$ cat config.mk
export PLATFORM = sky130hd
export DESIGN_NAME = edge_scan_ctrl
export DESIGN_NICKNAME = d
export VERILOG_FILES = /design/src/rtl/edge_pkg.sv /design/src/rtl/edge_xy_counter.sv /design/src/rtl/edge_scan_ctrl.sv
export SDC_FILE = /design/constraint.sdc
export NUM_CORES = 1
export LEC_CHECK = 0
export BUFFER_PORTS_ARGS = -buffer_cell sky130_fd_sc_hd__buf_2
export CORE_UTILIZATION = 45
export DETAILED_ROUTE_END_ITERATION = 12
export PLACE_DENSITY_LB_ADDON = 0.2
export SETUP_SLACK_MARGIN = 0.2
export SKIP_CTS_REPAIR_TIMING = 1
export SLEW_MARGIN = 10
export SYNTH_ARGS = -nofsm -noshare
export SYNTH_HDL_FRONTEND = slang
export SYNTH_SLANG_ARGS = --single-unit
$ cat constraint.sdc
create_clock -name clk -period 4.24 [get_ports clk]
set_input_delay 0.636 -clock clk [delete_from_list [all_inputs] [get_ports clk]]
set_output_delay 0.636 -clock clk [all_outputs]
set_load 0.005 [all_outputs]
$ cat src/rtl/edge_pkg.sv
// Shared definitions for the edge detector: scan sequencer state encoding,
// default image dimensions and coordinate/counter widths.
package edge_pkg;

  typedef enum logic [2:0] {
    ST_IDLE  = 3'd0,
    ST_FETCH = 3'd1,
    ST_DRAW  = 3'd2,
    ST_STEP  = 3'd3,
    ST_DONE  = 3'd4
  } edge_scan_state_t;

  localparam int DEF_IMG_W = 16;
  localparam int DEF_IMG_H = 16;
  localparam int DEF_XW    = 10;
  localparam int DEF_YW    = 10;
  localparam int DEF_CW    = 20;

endpackage

$ cat src/rtl/edge_xy_counter.sv
// Raster-order x/y pixel counter. clear returns to (0,0); step advances one
// pixel, wrapping x at the end of a row and moving down one row.
// is_border / is_last are decoded from the registered coordinates.
module edge_xy_counter
  import edge_pkg::*;
#(
  parameter int IMG_W = DEF_IMG_W,
  parameter int IMG_H = DEF_IMG_H,
  parameter int XW    = DEF_XW,
  parameter int YW    = DEF_YW
) (
  input  logic          clk,
  input  logic          rst_n,
  input  logic          clear,
  input  logic          step,
  output logic [XW-1:0] x,
  output logic [YW-1:0] y,
  output logic          is_border,
  output logic          is_last
);

  localparam logic [XW-1:0] X_LAST = XW'(IMG_W - 1);
  localparam logic [YW-1:0] Y_LAST = YW'(IMG_H - 1);

  // Coordinate registers: clear has priority over step.
  always_ff @(posedge clk or negedge rst_n) begin
    if (!rst_n) begin
      x <= '0;
      y <= '0;
    end else if (clear) begin
      x <= '0;
      y <= '0;
    end else if (step) begin
      if (x == X_LAST) begin
        x <= '0;
        y <= y + 1'b1;
      end else begin
        x <= x + 1'b1;
      end
    end
  end

  assign is_border = (x == '0) || (x == X_LAST) || (y == '0) || (y == Y_LAST);
  assign is_last   = (x == X_LAST) && (y == Y_LAST);

endmodule

$ cat src/rtl/edge_scan_ctrl.sv
// Frame-level sequencer for the edge detector pixel core. Scans the image in
// raster order, runs the core on interior pixels, writes every pixel's edge
// bit to the drawing engine, and counts the edge pixels of the frame.
//
// Handshakes: every *_req is a level held from state entry until the clock
// edge on which its *_ack is sampled high; the request is low in the next
// cycle. Coordinates and data are stable while a request is high. An ack is
// only looked at while its own request is high. The host req/ack pair is
// 4-phase: ack stays high until req has been seen low.
module edge_scan_ctrl
  import edge_pkg::*;
#(
  parameter int IMG_W = DEF_IMG_W,
  parameter int IMG_H = DEF_IMG_H,
  parameter int XW    = DEF_XW,
  parameter int YW    = DEF_YW,
  parameter int CW    = DEF_CW
) (
  input  logic             clk,
  input  logic             rst_n,
  input  logic             req,
  output logic             ack,
  output logic             busy,
  output logic             pix_req,
  input  logic             pix_ack,
  output logic [XW-1:0]    pix_x,
  output logic [YW-1:0]    pix_y,
  input  logic             edge_in,
  output logic             de_req,
  input  logic             de_ack,
  output logic [XW-1:0]    de_x,
  output logic [YW-1:0]    de_y,
  output logic             de_data,
  output logic [CW-1:0]    edge_count,
  output edge_scan_state_t state_dbg
);

  edge_scan_state_t state;
  logic             result;
  logic             cnt_clear;
  logic             cnt_step;
  logic [XW-1:0]    x;
  logic [YW-1:0]    y;
  logic             is_border;
  logic             is_last;

  assign cnt_clear = (state == ST_IDLE) && req;
  assign cnt_step  = (state == ST_STEP) && !is_last;

  edge_xy_counter #(
    .IMG_W (IMG_W),
    .IMG_H (IMG_H),
    .XW    (XW),
    .YW    (YW)
  ) u_xy (
    .clk       (clk),
    .rst_n     (rst_n),
    .clear     (cnt_clear),
    .step      (cnt_step),
    .x         (x),
    .y         (y),
    .is_border (is_border),
    .is_last   (is_last)
  );

  // Scan FSM with the latched core result and the frame edge counter.
  always_ff @(posedge clk or negedge rst_n) begin
    if (!rst_n) begin
      state      <= ST_IDLE;
      result     <= 1'b0;
      edge_count <= '0;
    end else begin
      case (state)
        ST_IDLE: begin
          if (req) begin
            edge_count <= '0;
            result     <= 1'b0;
            state      <= ST_FETCH;
          end
        end
        ST_FETCH: begin
          // Border pixels bypass the core and are always drawn as 0.
          if (is_border) begin
            result <= 1'b0;
            state  <= ST_DRAW;
          end else if (pix_ack) begin
            result <= edge_in;
            state  <= ST_DRAW;
          end
        end
        ST_DRAW: begin
          if (de_ack) begin
            edge_count <= edge_count + CW'(result);
            state      <= ST_STEP;
          end
        end
        ST_STEP: begin
          state <= is_last ? ST_DONE : ST_FETCH;
        end
        ST_DONE: begin
          if (!req) state <= ST_IDLE;
        end
        default: state <= ST_IDLE;
      endcase
    end
  end

  // Outputs decoded from registered state and coordinates only.
  assign busy      = (state == ST_FETCH) || (state == ST_DRAW) || (state == ST_STEP);
  assign ack       = (state == ST_DONE);
  assign pix_req   = (state == ST_FETCH) && !is_border;
  assign de_req    = (state == ST_DRAW);
  assign de_data   = (state == ST_DRAW) && result;
  assign pix_x     = x;
  assign pix_y     = y;
  assign de_x      = x;
  assign de_y      = y;
  assign state_dbg = state;

endmodule

## Word level (Yosys, flattened, before mapping)

Cells that the tools add are included.

| storage, ports and cells | value |
|---|---|
| flip-flop bits (word level) | 44 |
| bits of input ports | 6 |
| word-level logic and storage cells | 61 |

| operators by class | value |
|---|---|
| add/subtract/negate cells | 3 |
| eq/ne operators | 10 |
| muxes and demuxes | 20 |
| reduce and logical (&&, ||, !) cells | 23 |

Operators by type and width:

| kind | number |
|---|---|
| 2-to-1 mux 10 bit | 6 |
| 2-to-1 mux 20 bit | 2 |
| case mux 20 bit (2 select lines) | 1 |
| adder 10 x 1 -> 10 bit (second input constant) | 2 |
| adder 20 x 1 -> 20 bit | 1 |
| equality test 10 x 4 -> 1 bit (second input constant) | 2 |
| zero test 10 bit | 2 |
| 2-to-1 mux 3 bit | 6 |
| case mux 3 bit (5 select lines) | 1 |
| nonzero test 2 bit | 4 |
| equality test 3 x 2 -> 1 bit (second input constant) | 2 |
| AND reduction 3 bit | 2 |
| logical AND 1 bit | 5 |
| logical OR 1 bit | 5 |
| inequality test 2 bit (second input constant) | 2 |
| AND reduction 4 bit | 1 |
| equality test 3 x 1 -> 1 bit (second input constant) | 1 |
| equality test 3 bit (second input constant) | 1 |
| zero test 3 bit | 1 |
| 2-to-1 mux 1 bit | 3 |
| inequality test 3 bit (second input constant) | 1 |
| zero test 1 bit | 2 |
| inequality test 2 x 1 -> 1 bit (second input constant) | 1 |
| case mux 1 bit (2 select lines) | 1 |
| AND reduction 2 bit | 1 |

## Logic depth before layout (Yosys ltp)

| logic depth | value |
|---|---|
| depth after elaboration | 6 |
| gate-level depth with buffers | 7 |
| depth with buffers taken out | 6 |

## Modules after synthesis

A second synthesis with hierarchy kept.

| unflattened totals | value |
|---|---|
| cell total of the unflattened synthesis | 294 |
| area, all modules | 2,648.8 um^2 |

By module, submodules not included:

| module | instances | cells each | area each (um^2) |
|---|---|---|---|
| edge_scan_ctrl | 1 | 166 | 1,500.2 |
| edge_xy_counter | 1 | 128 | 1,148.6 |

## Worst setup path before layout

No wires, ideal clock.

| timing path | value |
|---|---|
| kind | input-to-reg |
| from | input port req |
| to | register result |
| data arrival time | 1,894 ps |
| required time | 4,112 ps |
| setup slack | 2,218 ps |
| stages | 6 |
| buffers on the path | 3 |
| cells stage by stage | or4b_2 > buf_2 > clkbuf_1 > clkbuf_1 > nand2_1 > o22ai_1 |

| between the ends | value |
|---|---|
| word-level cells in the longest chain between the ends | 2 |

Ends and longest elaborated chain:

| element | line | source |
|---|---|---|
| start, declared | edge_scan_ctrl.sv:21 | `input logic req,` |
| inequality test 2 bit (no source line) | - |  |
| AND reduction 3 bit (no source line) | - |  |
| end signal, assigned | edge_scan_ctrl.sv:87 | `result <= edge_in;` |
| end, declared | edge_scan_ctrl.sv:39 | `logic result;` |

No other way between the ends.
A chain may end at the register's enable or synchronous reset.

## Worst setup path in the final report

| timing path | value |
|---|---|
| from | register u_xy.y[7] |
| to | output port pix_req |

| between the ends | value |
|---|---|
| word-level cells in the longest chain between the ends | 5 |
| elaborated cells on any way between the ends | 6 |

Ends and longest elaborated chain:

| element | line | source |
|---|---|---|
| start, declared | edge_xy_counter.sv:17 | `output logic [YW-1:0] y,` |
| start signal, assigned | edge_xy_counter.sv:36 | `y <= y + 1'b1;` |
| zero test 10 bit | edge_xy_counter.sv:43 | `assign is_border = (x == '0) \|\| (x == X_LAST) \|\| (y == '0) \|\| (y == Y_LAST);` |
| logical OR 1 bit | edge_xy_counter.sv:43 |  |
| logical OR 1 bit (*) | edge_xy_counter.sv:43 |  |
| zero test 1 bit (*) | edge_scan_ctrl.sv:111 | `assign pix_req = (state == ST_FETCH) && !is_border;` |
| logical AND 1 bit (*) | edge_scan_ctrl.sv:111 |  |
| end, declared | edge_scan_ctrl.sv:24 | `output logic pix_req,` |

Every way passes the cells marked *; elsewhere a longest branch is shown, timed or not.

==> metrics.md <==
| Metric | Value |
|---|---|
| Status | complete, no violations |
| P_leak | around 0.0015 µW |
| Starting density of the core | a little under half |
| Reg2reg setup slack | 1.80 ns |
| Final ANT Viol Nets | 0 |
| Highest Clock Rate | 0.3813 GHz |
| Routed vias | ~2400 |
| EDFF count, synth | 0 |
| Setup CP Type | reg2out |
| Fin Setup TNS | 0 ns |
| Required time of the worst setup path | around 3.6 ns |
| Most frequent cells in the layout | 73 x buf_2, 44 x dfrtp_1, 25 x nand2_1 |
| Post-layout min period | 2.623 ns |
| Final wirelength | between 6 and 7 mm |
| DRC Markers | 0 |
| Ys flop type | dfrtp_1 |
| First-pass GRT wire length | 10.29 mm |
| Share of cells above drive strength 1 | between 20% and 30% |
| 1st-iter DRT viols | about 140 |
| Hold Fails Final Rpt | 0 |
| I/O pins | 74 |
| Worst vdd ir | 0.1969 mV |
| Reg-to-Reg Start | u_xy.x[7]$_DFFE_PN0P_ |
| Area contributors post-synth | dfrtp_1 40%, buf_4 5.5%, a21oi_1 3.5% |
| Slew Viols, Final | 0 |
| CP endpoint kind | output port |
| Clock Pin Slew Worst Setup and Hold Paths | around 0.090 ns |
| Critical path launch point type | flip-flop |
| # clock sinks | 44 |
| Area after DPL | between 0.002 and 0.003 mm² |
| Final #Nets | about 360 |
| Antenna violations before repair | 0 |
| Die X | between 70 and 80 µm |
| FFs w/ async S/R, synth | between 90% and 100% |
| GRT Total Usage | roughly a fifth |
| Most common cell after layout, fill and taps aside | buf_2 |
| Row Count | 28 |
| First-pass iteration count of the detailed router | 6 |
| Final worst path period share | 61.86% |
| Area growth syn-to-layout | 12.30% |
| Count of final setup violators | 0 |
| Avg Cell Area, Syn | between 9 and 10 µm² |
| Crit path max-delay family | simple AND/OR/NAND/NOR gates |
| Power density over the cells | roughly 360 mW/mm² |
| Worst-skew pair later-pin latency | 0.30 ns |
| CP max FO | 7 |
| Unique masters post-synth | between 40 and 50 |
| Worst slew pin tran | about 0.98 ns |
| HP Class | in2async |
| Vias in the first global route | roughly 2100 |
| Largest net degree at the start of global routing | 45 |
| Ant diodes | 0 |
| Die Area | 0.006397 mm² |
| TritonCTS clock tree | built |
| # port buffers | 73 |
| Register area share after synthesis | roughly two fifths |
| Critical-path top delay cell | nor4_1 |
| Cell taking the most area after synthesis | dfrtp_1 |
| Yosys top cell area share | between 40 and 50% |
| Worst Path Arrival | 1.99 ns |
| FF+latch count, synth | 44 |
| Core box area | 0.005886 mm² |
| Post-Syn Area | approximately 0.0027 mm² |
| H-tree Lvls | 2 |
| Die height | 79.98 µm |
| Reg2Reg Depth | 4 |
| CTS Buf Count | 5 |
| CTS root buf | clkbuf_8 |
| Syn. warnings | 0 |
| Syn Inst Count | just over 300 |
| Remaining global-route overflow | 0 |
| Post-Syn Nets | approximately 320 |
| WL/cell | between 10 and 15 µm |
| RR Endpoint | u_xy.x[5]$_DFFE_PN0P_ |
| Post-route cell area | 0.003073 mm² |
| Max-cap violation count | 0 |
| RSZ-0062 raised after global routing | false |
| Skew final | 0.004872 ns |
| Slowest stage delay, CP | 0.60 ns |
| Drt via density | ~5.6 |
| Max_slew headroom | 34.57% |
| Crit-path cells | nor4_1 -> o211ai_1 -> nand3b_1 -> inv_1 -> buf_2 |
| Worst path bufs/invs | 2 |
| Clk buf depth | 2 |
| Final HPWL DP | roughly 4.5 mm |
| Gp weighted congestion | between 0.8 and 0.9 |
report_power, final:
part           internal [µW]  leakage, µW  switching [µW]
Sequential               445     0.000608            52.5
Clock                    130    0.0000510             148
Combinational            129     0.000806             191
Total                    704      0.00147             391
cell usage after synthesis (4+ instances only):
cell / instances
a21oi_1: 19
and2_1: 4
and3_1: 5
buf_4: 20
clkbuf_1: 11
dfrtp_1: 44
ha_1: 6
inv_1: 10
mux2i_1: 9
nand2_1: 25
nand2b_1: 5
nand3_1: 17
nand4_1: 9
nor2_1: 17
nor3_1: 6
nor4_1: 6
o211ai_1: 5
o21ai_0: 15
o31ai_1: 11
or3_1: 6
or4_1: 10
xnor2_1: 4
sequential cells by signal, summed over array words and instances (netlist names):
| register | count |
|---|---|
| edge_count | 20 |
| u_xy.x | 10 |
| result | 1 |
| state_dbg | 3 |
| u_xy.y | 10 |
per-stage QoR:
stage | util [%] | hold slack [ns] | worst slack (ns) | total power [µW] | cells
2_1_floorplan | - | 0.3404 | 2.218 | 737.0 | 304
3_3_place_gp | 50.64 | 0.4944 | 1.855 | 819.8 | 417
3_5_place_dp | 50.64 | 0.5342 | 1.834 | 826.4 | 417
4_1_cts | 52.21 | 0.5374 | 1.595 | 1104 | 425
5_1_grt | 52.21 | 0.5767 | 1.445 | 1167 | 425
6_report | 52.21 | 0.4910 | 1.617 | 1095 | 425
kinds of logic after synthesis:
family          after synthesis  share of synthesized area (%)
fa+ha+maj                     6                          2.743
xor+xnor                      7                          2.241
mux                          11                          4.115
flops                        44                          40.24
compound gates               62                          14.54
simple gates                128                          26.38
buf+inv                      46                          9.739
layer usage:
layer	vias up	track usage (%)	part of all wire, %
met4	0	6.429	1.0
li1	1182	-	-
met2	58	33.16	47
met1	1154	28.95	47
met5	-	0	0
met3	5	3.314	4.2
worst max path at each step:
stage | start | to | slack (ns) | cells past startpoint
finish | u_xy.y[7]$_DFFE_PN0P_ | pix_req | 1.62 | 5
global route | u_xy.x[7]$_DFFE_PN0P_ | u_xy.x[6]$_DFFE_PN0P_ | 1.44 | 4
CTS | u_xy.y[7]$_DFFE_PN0P_ | pix_req | 1.59 | 5
detailed placement | req | u_xy.x[7]$_DFFE_PN0P_ | 1.83 | 5
global placement | req | u_xy.x[7]$_DFFE_PN0P_ | 1.86 | 5
floorplan | req | result$_DFFE_PN0P_ | 2.22 | 6
cell type report:
type / count / area, µm²
clock buffers: 6 / 82.58
clock inverters: 2 / 10.01
fillers: 583 / 2813
inverters: 10 / 37.54
multi-input cells: 214 / 1375
flip-flops and latches: 44 / 1101
well taps: 75 / 93.84
repair buffers: 74 / 372.9
No activity file was read; power rests on OpenSTA's default activity.
